==> src/rtl/cmem_pkg.sv <==
// Shared definitions for the compensation memory: loader FSM states,
// default array geometry and the memory depth/address-width derivation.
package cmem_pkg;

  typedef enum logic [1:0] {
    IDLE     = 2'd0,
    WAIT_COL = 2'd1,
    SHIFT    = 2'd2,
    DONE     = 2'd3
  } cmem_state_e;

  localparam int SIZE_DEFAULT = 8;
  localparam int COLS_DEFAULT = 3;

  // Address width for a memory of the given depth in nibbles; never below 1.
  function automatic int cmem_addr_width(input int depth);
    return (depth > 1) ? $clog2(depth) : 1;
  endfunction

  localparam int CMEM_SIZE_DEFAULT       = SIZE_DEFAULT * COLS_DEFAULT;
  localparam int CMEM_ADDR_WIDTH_DEFAULT = cmem_addr_width(CMEM_SIZE_DEFAULT);

endpackage

==> src/rtl/cmem_col_serializer.sv <==
// Column datapath: holds the packed column, its row index and the
// interleaved write address, and steps them one nibble per shift.
module cmem_col_serializer #(
  parameter int SIZE      = 8,
  parameter int COLS      = 3,
  parameter int ADDR_W    = 5,
  parameter int COL_WIDTH = SIZE * 4
) (
  input  logic                 clk,
  input  logic                 rst,
  input  logic                 i_load,
  input  logic                 i_shift,
  input  logic [COL_WIDTH-1:0] i_data,
  input  logic [ADDR_W-1:0]    i_col,
  output logic [3:0]           o_nibble,
  output logic [ADDR_W-1:0]    o_addr,
  output logic                 o_last_row
);

  localparam int ROW_W = (SIZE > 1) ? $clog2(SIZE) : 1;

  logic [COL_WIDTH-1:0] r_shreg;
  logic [ROW_W-1:0]     r_row;
  logic [ADDR_W-1:0]    r_addr;

  // Load wins over shift so a back-to-back column reload restarts cleanly.
  always_ff @(posedge clk or posedge rst) begin
    if (rst) begin
      r_shreg <= '0;
      r_row   <= '0;
      r_addr  <= '0;
    end else if (i_load) begin
      r_shreg <= i_data;
      r_row   <= '0;
      r_addr  <= i_col;
    end else if (i_shift) begin
      r_shreg <= r_shreg >> 4;
      r_row   <= r_row + ROW_W'(1);
      r_addr  <= r_addr + ADDR_W'(COLS);
    end
  end

  assign o_nibble   = r_shreg[3:0];
  assign o_addr     = r_addr;
  assign o_last_row = (r_row == ROW_W'(SIZE - 1));

endmodule

==> src/rtl/cmem_column_loader.sv <==
// Compensation memory write-side loader: serializes packed columns into
// column-interleaved nibble writes. Optional macro: CMEM_LOAD_PIPELINE_EN.
module cmem_column_loader
  import cmem_pkg::*;
#(
  parameter int SIZE            = SIZE_DEFAULT,
  parameter int COLS            = COLS_DEFAULT,
  parameter int CMEM_SIZE       = SIZE * COLS,
  parameter int CMEM_ADDR_WIDTH = cmem_addr_width(CMEM_SIZE),
  parameter int COL_WIDTH       = SIZE * 4
) (
  input  logic                       clk,
  input  logic                       rst,
  input  logic                       start,
  input  logic                       col_valid,
  output logic                       col_ready,
  input  logic [COL_WIDTH-1:0]       col_data,
  output logic [3:0]                 Compensation_Weight,
  output logic [CMEM_ADDR_WIDTH-1:0] Wr_Addr,
  output logic                       Wr_en,
  output logic                       busy,
  output logic                       done,
  output cmem_state_e                state_dbg
);

  localparam int COL_W = (COLS > 1) ? $clog2(COLS) : 1;

  cmem_state_e          r_state;
  logic [COL_W-1:0]     r_col;

  logic                       w_in_shift;
  logic                       w_last_row;
  logic                       w_last_col;
  logic                       w_early_ready;
  logic                       w_hs;
  logic [CMEM_ADDR_WIDTH-1:0] w_load_col;
  logic [CMEM_ADDR_WIDTH-1:0] w_addr;
  logic [3:0]                 w_nibble;

  assign w_in_shift = (r_state == SHIFT);
  assign w_last_col = (r_col == COL_W'(COLS - 1));

`ifdef CMEM_LOAD_PIPELINE_EN
  assign w_early_ready = w_in_shift & w_last_row & ~w_last_col;
`else
  assign w_early_ready = 1'b0;
`endif

  // Handshake: a column transfers on any rising edge where col_valid and
  // col_ready are both high; col_ready depends only on registered state.
  assign col_ready  = (r_state == WAIT_COL) | w_early_ready;
  assign w_hs       = col_valid & col_ready;
  // A reload from SHIFT targets the next column, which r_col has not reached yet.
  assign w_load_col = CMEM_ADDR_WIDTH'(r_col) + CMEM_ADDR_WIDTH'(w_in_shift);

  cmem_col_serializer #(
    .SIZE      (SIZE),
    .COLS      (COLS),
    .ADDR_W    (CMEM_ADDR_WIDTH),
    .COL_WIDTH (COL_WIDTH)
  ) u_serializer (
    .clk        (clk),
    .rst        (rst),
    .i_load     (w_hs),
    .i_shift    (w_in_shift & ~w_hs),
    .i_data     (col_data),
    .i_col      (w_load_col),
    .o_nibble   (w_nibble),
    .o_addr     (w_addr),
    .o_last_row (w_last_row)
  );

  always_ff @(posedge clk or posedge rst) begin
    if (rst) begin
      r_state <= IDLE;
      r_col   <= '0;
    end else begin
      case (r_state)
        IDLE: begin
          if (start) begin
            r_state <= WAIT_COL;
            r_col   <= '0;
          end
        end
        WAIT_COL: begin
          if (w_hs) r_state <= SHIFT;
        end
        SHIFT: begin
          if (w_last_row) begin
            if (w_hs) begin
              r_col <= r_col + COL_W'(1);
            end else if (w_last_col) begin
              r_state <= DONE;
            end else begin
              r_col   <= r_col + COL_W'(1);
              r_state <= WAIT_COL;
            end
          end
        end
        DONE:    r_state <= IDLE;
        default: r_state <= IDLE;
      endcase
    end
  end

  assign Wr_en               = w_in_shift;
  assign Wr_Addr             = w_in_shift ? w_addr : '0;
  assign Compensation_Weight = w_in_shift ? w_nibble : 4'h0;
  assign busy                = (r_state != IDLE);
  assign done                = (r_state == DONE);
  assign state_dbg           = r_state;

endmodule

==> config.mk <==
export PLATFORM = sky130hd
export DESIGN_NAME = cmem_column_loader
export DESIGN_NICKNAME = d
export VERILOG_FILES = /design/src/rtl/cmem_pkg.sv /design/src/rtl/cmem_col_serializer.sv /design/src/rtl/cmem_column_loader.sv
export SDC_FILE = /design/constraint.sdc
export NUM_CORES = 1
export LEC_CHECK = 0
export ABC_CLOCK_PERIOD_IN_PS = 2650
export BUFFER_PORTS_ARGS = -buffer_cell sky130_fd_sc_hd__buf_2
export CAP_MARGIN = 20
export CORE_UTILIZATION = 50
export CTS_BUF_LIST = sky130_fd_sc_hd__clkbuf_8
export CTS_CLUSTER_DIAMETER = 200
export DETAILED_ROUTE_END_ITERATION = 8
export PLACE_DENSITY = 0.81
export SLEW_MARGIN = 20
export SYNTH_ARGS = -nofsm -noshare
export SYNTH_HDL_FRONTEND = slang
export SYNTH_HIERARCHICAL = 1
export SYNTH_SLANG_ARGS = --single-unit
==> constraint.sdc <==
create_clock -name clk -period 2.65 [get_ports clk]
set_clock_uncertainty 0.2 [all_clocks]
set_input_delay 0.53 -clock clk [delete_from_list [all_inputs] [get_ports clk]]
set_output_delay 0.53 -clock clk [all_outputs]
set_load 0.02 [all_outputs]
Word level (Yosys, flattened, before mapping)

Cells that the tools add are included.

Register bits: 44
Input bits: 36
Output and inout port bits: 15

Add/sub/neg operators: 4
Equality and inequality tests: 10
Muxes and demuxes: 19
Bitwise operators: 3
Reductions and logical operators: 6

Operators with widths:

| operator              | count |
|---|---|
| $mux W32              | 2 |
| $mux W2               | 9 |
| $mux W5               | 3 |
| $pmux W2 S4           | 1 |
| $reduce_and A4 Y1     | 2 |
| $eq A2 B2 Y1 const B  | 3 |
| $mux W3               | 2 |
| $reduce_bool A2 Y1    | 3 |
| $add A5 B2 Y5 const B | 1 |
| $mux W4               | 1 |
| $ne A2 B1 Y1 const B  | 2 |
| $ne A2 B2 Y1 const B  | 2 |
| $pmux W2 S2           | 1 |
| $add A2 B1 Y3         | 1 |
| $add A3 B1 Y3 const B | 1 |
| $eq A3 B3 Y1 const B  | 1 |
| $ne A3 B2 Y1 const B  | 1 |
| $add A2 B1 Y2 const B | 1 |
| $and A1 B1 Y1         | 2 |
| $eq A2 B1 Y1 const B  | 1 |
| $logic_not A2 Y1      | 1 |
| $not A1 Y1            | 1 |

Depth between registers and ports, before layout

Depth after elaboration: 6
Mapped depth: 9
Mapped depth without buffers: 6

Cells and area by module

The synthesis kept the hierarchy.

By module, submodules not included:

| module              | times used | cells each | area each (µm²) |
|---|---|---|---|
| cmem_col_serializer | 1          | 183        | 1944.4 |
| cmem_column_loader  | 1          | 40         | 345.3 |

Worst setup path before layout

Ideal clock, no wire load.

Kind: reg2reg
Start point: reg r_state[1] (netlist: state_dbg[1])
End point: reg u_serializer.r_addr[3] (netlist: u_serializer/o_addr[3])
Data arrival time: 1.732 ns
Required time: 2.325 ns
Path slack: 0.593 ns
Stages on the path, launching flop included: 6
Period minus slack after synthesis: 2.057 ns
Path through: dfrtp_1 -> clkbuf_2 -> nor2b_1 -> and2_1 -> buf_2 -> mux2_2

Cells in the longest elaborated chain, start to end: 5
Elaborated cells on any way between the ends: 7

RTL lines:

| element                             | line                      | source |
|---|---|---|
| from (decl)                         | cmem_column_loader.sv:28  | `cmem_state_e r_state;` |
| from (signal assigned)              | cmem_column_loader.sv:75  | `r_state <= IDLE;` |
| from (signal assigned)              | cmem_column_loader.sv:81  | `r_state <= WAIT_COL;` |
| from (signal assigned)              | cmem_column_loader.sv:86  | `if (w_hs) r_state <= SHIFT;` |
| $eq A2 B1 Y1 *                      | cmem_column_loader.sv:51  | `assign col_ready = (r_state == WAIT_COL) \| w_early_ready;` |
| via col_ready                       | cmem_column_loader.sv:16  | `output logic col_ready,` |
| $and A1 B1 Y1 *                     | cmem_column_loader.sv:52  | `assign w_hs = col_valid & col_ready;` |
| via w_hs                            | cmem_column_loader.sv:35  | `logic w_hs;` |
| $not A1 Y1                          | cmem_column_loader.sv:65  | `.i_shift (w_in_shift & ~w_hs),` |
| $and A1 B1 Y1                       | cmem_column_loader.sv:65  |  |
| $reduce_bool A2 Y1 (no source line) | -                         |  |
| to (signal assigned)                | cmem_col_serializer.sv:35 | `r_addr <= i_col;` |
| to (signal assigned)                | cmem_col_serializer.sv:39 | `r_addr <= r_addr + ADDR_W'(COLS);` |
| to (decl)                           | cmem_col_serializer.sv:24 | `logic [ADDR_W-1:0] r_addr;` |

Mark *: on every way through the listed nets, which the timed path passes. The rest lies on a longest branch.
A chain may end at the register's enable or synchronous reset.

Final worst setup path

Start point: reg r_state[0] (netlist: state_dbg[0])
End point: out Wr_Addr[1]

Cells in the longest elaborated chain, start to end: 2

RTL lines:

| element      | line                      | source |
|---|---|---|
| $eq A2 B2 Y1 | cmem_column_loader.sv:40  | `assign w_in_shift = (r_state == SHIFT);` |
| $mux W5      | cmem_column_loader.sv:107 | `assign Wr_Addr = w_in_shift ? w_addr : '0;` |
| to (decl)    | cmem_column_loader.sv:19  | `output logic [CMEM_ADDR_WIDTH-1:0] Wr_Addr,` |

Every way passes these cells.

==> metrics.sh <==
FIRST_PASS_GRT_WIRE_LENGTH_MICRONS=7010
CRITICAL_PATH_ARRIVAL_PS=1520
SYNTH_TOP_FLOP_CELL='sky130_fd_sc_hd__dfrtp_1'
ROWS=24
DIE_X_MICRONS=69.67
POST_DETAILED_ROUTE_DRC_MARKER_COUNT=0
LAYOUT_CELLS_SIZED_ABOVE_1_PCT=26.57
LAYOUT.CELLS.MOST_COMMON_LIST='50 x sky130_fd_sc_hd__buf_2, 44 x sky130_fd_sc_hd__dfrtp_1, 37 x sky130_fd_sc_hd__nand2_1'
FINISH.CELL_COUNT_WITHOUT_FILLERS=323
PATH_CLK_SLEW_PS=80
CP_MAX_FO=16
GRTUSAGETOTAL_PCT=18.34
FLOORPLAN.CORE_AREA_SQ_UM=4384
POST_PLACEMENT_SETUP_SLACK_PS=647.1
CTS.ROOT.BUFFER_CELL='sky130_fd_sc_hd__clkbuf_8'
FINAL_UTIL_PCT=60.02
GRT_SETUP_UNREPAIRED='false'
HP-CLASS='input pin to register'
IR_WORST_VDD_uV=601.0
FINAL_WORST_SETUP_SLACK_PS=400.3
STATUS='completed'
CTS_TREE='yes'
SYNTH.YOSYS.SEQ_AREA_SHARE_PCT=48.09
CTS_POST_SETUP_BUFFERS_INSERTED=0
WORSTPATHREQUIRED_PS=1920
SYNTH-WARNING-COUNT=6
DETAIL_ROUTE.ITER0.VIOLATIONS=63
SYNTH_ENABLE_FLOP_CELLS=0
END_KIND='primary output'
AVGSYNTHCELLAREA_SQ_UM=10.27
NUMCTSBUFFERS=5
MIN_PERIOD_PS=2250
PLACE.PORT_BUFFERS=50
GLOBALPLACE.CONGESTION=0.7586
IOS=51
DESIGN.DIE.AREA_SQ_UM=4854
FINALSETUPVIOLATIONS=0
N_ANTENNA_CELL=0
FIRST_GLOBAL_VIAS=1542
ANTENNA_FOUND_INITIAL=0
TIMING_WORST_SETUP_PATH_TYPE='register to primary output'
ACHIEVABLE-FREQUENCY_GHz=0.4445
VIASPERCELL=5.028
P_PER_AREA_nW_PER_UM2=1086
ANTENNA_VIOLATING_NETS_POST_ROUTE=0
SYNTH.CELL_AREA_SQ_UM=2290
DPL.CELL_COUNT=314
FINALSETUPTNS_PS=0
CLOCK_SINKS=44
POSTROUTEWIRELENGTH_MICRONS=4038
CLK_PATH_BUF_DEPTH=2
STARTING_DENSITY_OF_THE_CORE_PCT=52.23
NETLIST_INSTANCES=223
AREA_DELTA_SYNTH_FINAL_PCT=14.92
CTSHTREEMAXLEVEL=2
PLACE.DETAILED.HPWL_MICRONS=2874
PIN_COUNT_OF_THE_BIGGEST_NET_ENTERING_GLOBAL_ROUTING=33
NUM_VIAS=1624
HOLD_VIOL=0
FINALPOWER_uW=2857
LKG_PWR_uW=0.001242
DRT_PASS1_ITERATIONS=4
YS_TYPES=32
MAX_SLEW_MARGIN_PCT=61.47
DRV_CAP=0
DIE_HT_MICRONS=69.67
ROUTED_WIRE_LENGTH_PER_INSTANCE_MICRONS=12.50
DESIGN.FINAL.NETS=311
FINAL_CRITICAL_PATH_SHARE_OF_THE_CLOCK_PERIOD_PCT=84.90
MAX_SLEW.WORST_PIN.SLEW_PS=574.4
TIMING.CRITICAL_PATH.FROM_TYPE='register'
SYNTH.FF_LATCH_COUNT=44
GLOBAL_ROUTE.OVERFLOW_TOTAL=0
INSERTION_DELAY_PS=300
COMMONEST_NON_FILL_NON_TAP_CELL_IN_THE_LAYOUT='sky130_fd_sc_hd__buf_2'
MAX_SLEW_VIOLATION_COUNT=0
ASYNC_RESET_FF_SHARE_PCT=100.0
==> logic make-up after synthesis <==
group | Yosys count | synth area share (%)
simple gates | 63 | 13.82
compound gates | 44 | 10.44
flops | 44 | 48.09
mux | 33 | 14.48
buf+inv | 27 | 7.978
xor+xnor | 6 | 2.295
fa+ha+maj | 5 | 2.732
other cells | 1 | 0.1638
==> layer usage <==
layer	vias to the layer above	track usage (%)	part of all wire, %
met5	-	0	0
li1	830	-	-
met3	7	4.942	3.8
met1	751	24.52	48
met4	0	6.667	1.7
met2	36	28.80	47
==> metrics by stage <==
stage	instance area, sq um	hold WS (ps)
CTS	2631	207.7
global route	2631	214.3
finish	2631	213.8
floorplan	2293	96.08
global placement	2510	233.2
detailed placement	2510	238.3
==> cell type report <==
cell class                      count  area (sq um)
Clock inverter                      3         42.54
Multi-Input combinational cell    153          1011
Inverter                            8         30.03
Tap cell                           52         65.06
Fill cell                         385          1753
Timing Repair Buffer               58         312.8
Sequential cell                    44          1101
Clock buffer                        5         68.82
==> registers in the layout (all words and copies together) (netlist names) <==
signal / flops
u_serializer/r_shreg: 32
r_col: 2
u_serializer/o_addr: 5
state_dbg: 2
u_serializer/r_row: 3
==> critical path: stages (launching register included) <==
cell                      delay (ps)
sky130_fd_sc_hd__dfrtp_1         440
sky130_fd_sc_hd__and2b_2         420
sky130_fd_sc_hd__and2_1          190
sky130_fd_sc_hd__buf_2           170
==> cells in the mapped netlist (2+ instances only) <==
library cell               number  area share (%)
sky130_fd_sc_hd__nor2b_1        2            0.55
sky130_fd_sc_hd__o22ai_1        2            0.55
sky130_fd_sc_hd__buf_4          5             1.6
sky130_fd_sc_hd__o21ai_1        3            0.66
sky130_fd_sc_hd__inv_1          8             1.3
sky130_fd_sc_hd__and2_1        10             2.7
sky130_fd_sc_hd__buf_12         2             1.7
sky130_fd_sc_hd__o21bai_1       2            0.66
sky130_fd_sc_hd__o21ai_0       34             7.4
sky130_fd_sc_hd__buf_6          3             1.5
sky130_fd_sc_hd__buf_2          5             1.1
sky130_fd_sc_hd__nor2_1         4            0.66
sky130_fd_sc_hd__clkbuf_1       3            0.49
sky130_fd_sc_hd__ha_1           5             2.7
sky130_fd_sc_hd__dfrtp_1       44              48
sky130_fd_sc_hd__nand2_1       37             6.1
sky130_fd_sc_hd__mux2i_1       32              14
sky130_fd_sc_hd__xnor2_1        5             1.9
sky130_fd_sc_hd__nand2b_1       4             1.1
==> power by group <==
| group | switching [uW] | total, uW | internal (uW) |
|---|---|---|---|
| combinational | 618 | 1140 | 527 |
| sequential | 218 | 1200 | 987 |
| clock | 230 | 509 | 279 |
==> worst paths after layout <==
kind	slack (ps)	from	cells past startpoint	end
min in group asynchronous	470	rst	3	state_dbg[1]
setup / recovery	400	state_dbg[0]	3	Wr_Addr[1]
hold reg to reg	320	r_col[0]	1	r_col[0]
setup reg to reg	640	state_dbg[0]	4	u_serializer/r_shreg[23]
hold / removal	210	col_valid	2	state_dbg[0]
max in group asynchronous	1140	rst	4	u_serializer/r_shreg[23]
==> what timing repair did <==
| item | 4_1_cts | 5_1_grt |
|---|---|---|
| endpoints found under the hold margin | 4 | 0 |
| gates resized for setup | 0 | 0 |
| hold buffers | 1 | 0 |
| setup endpoints to repair | 0 | 0 |
Power figures use the tool's default switching activity.
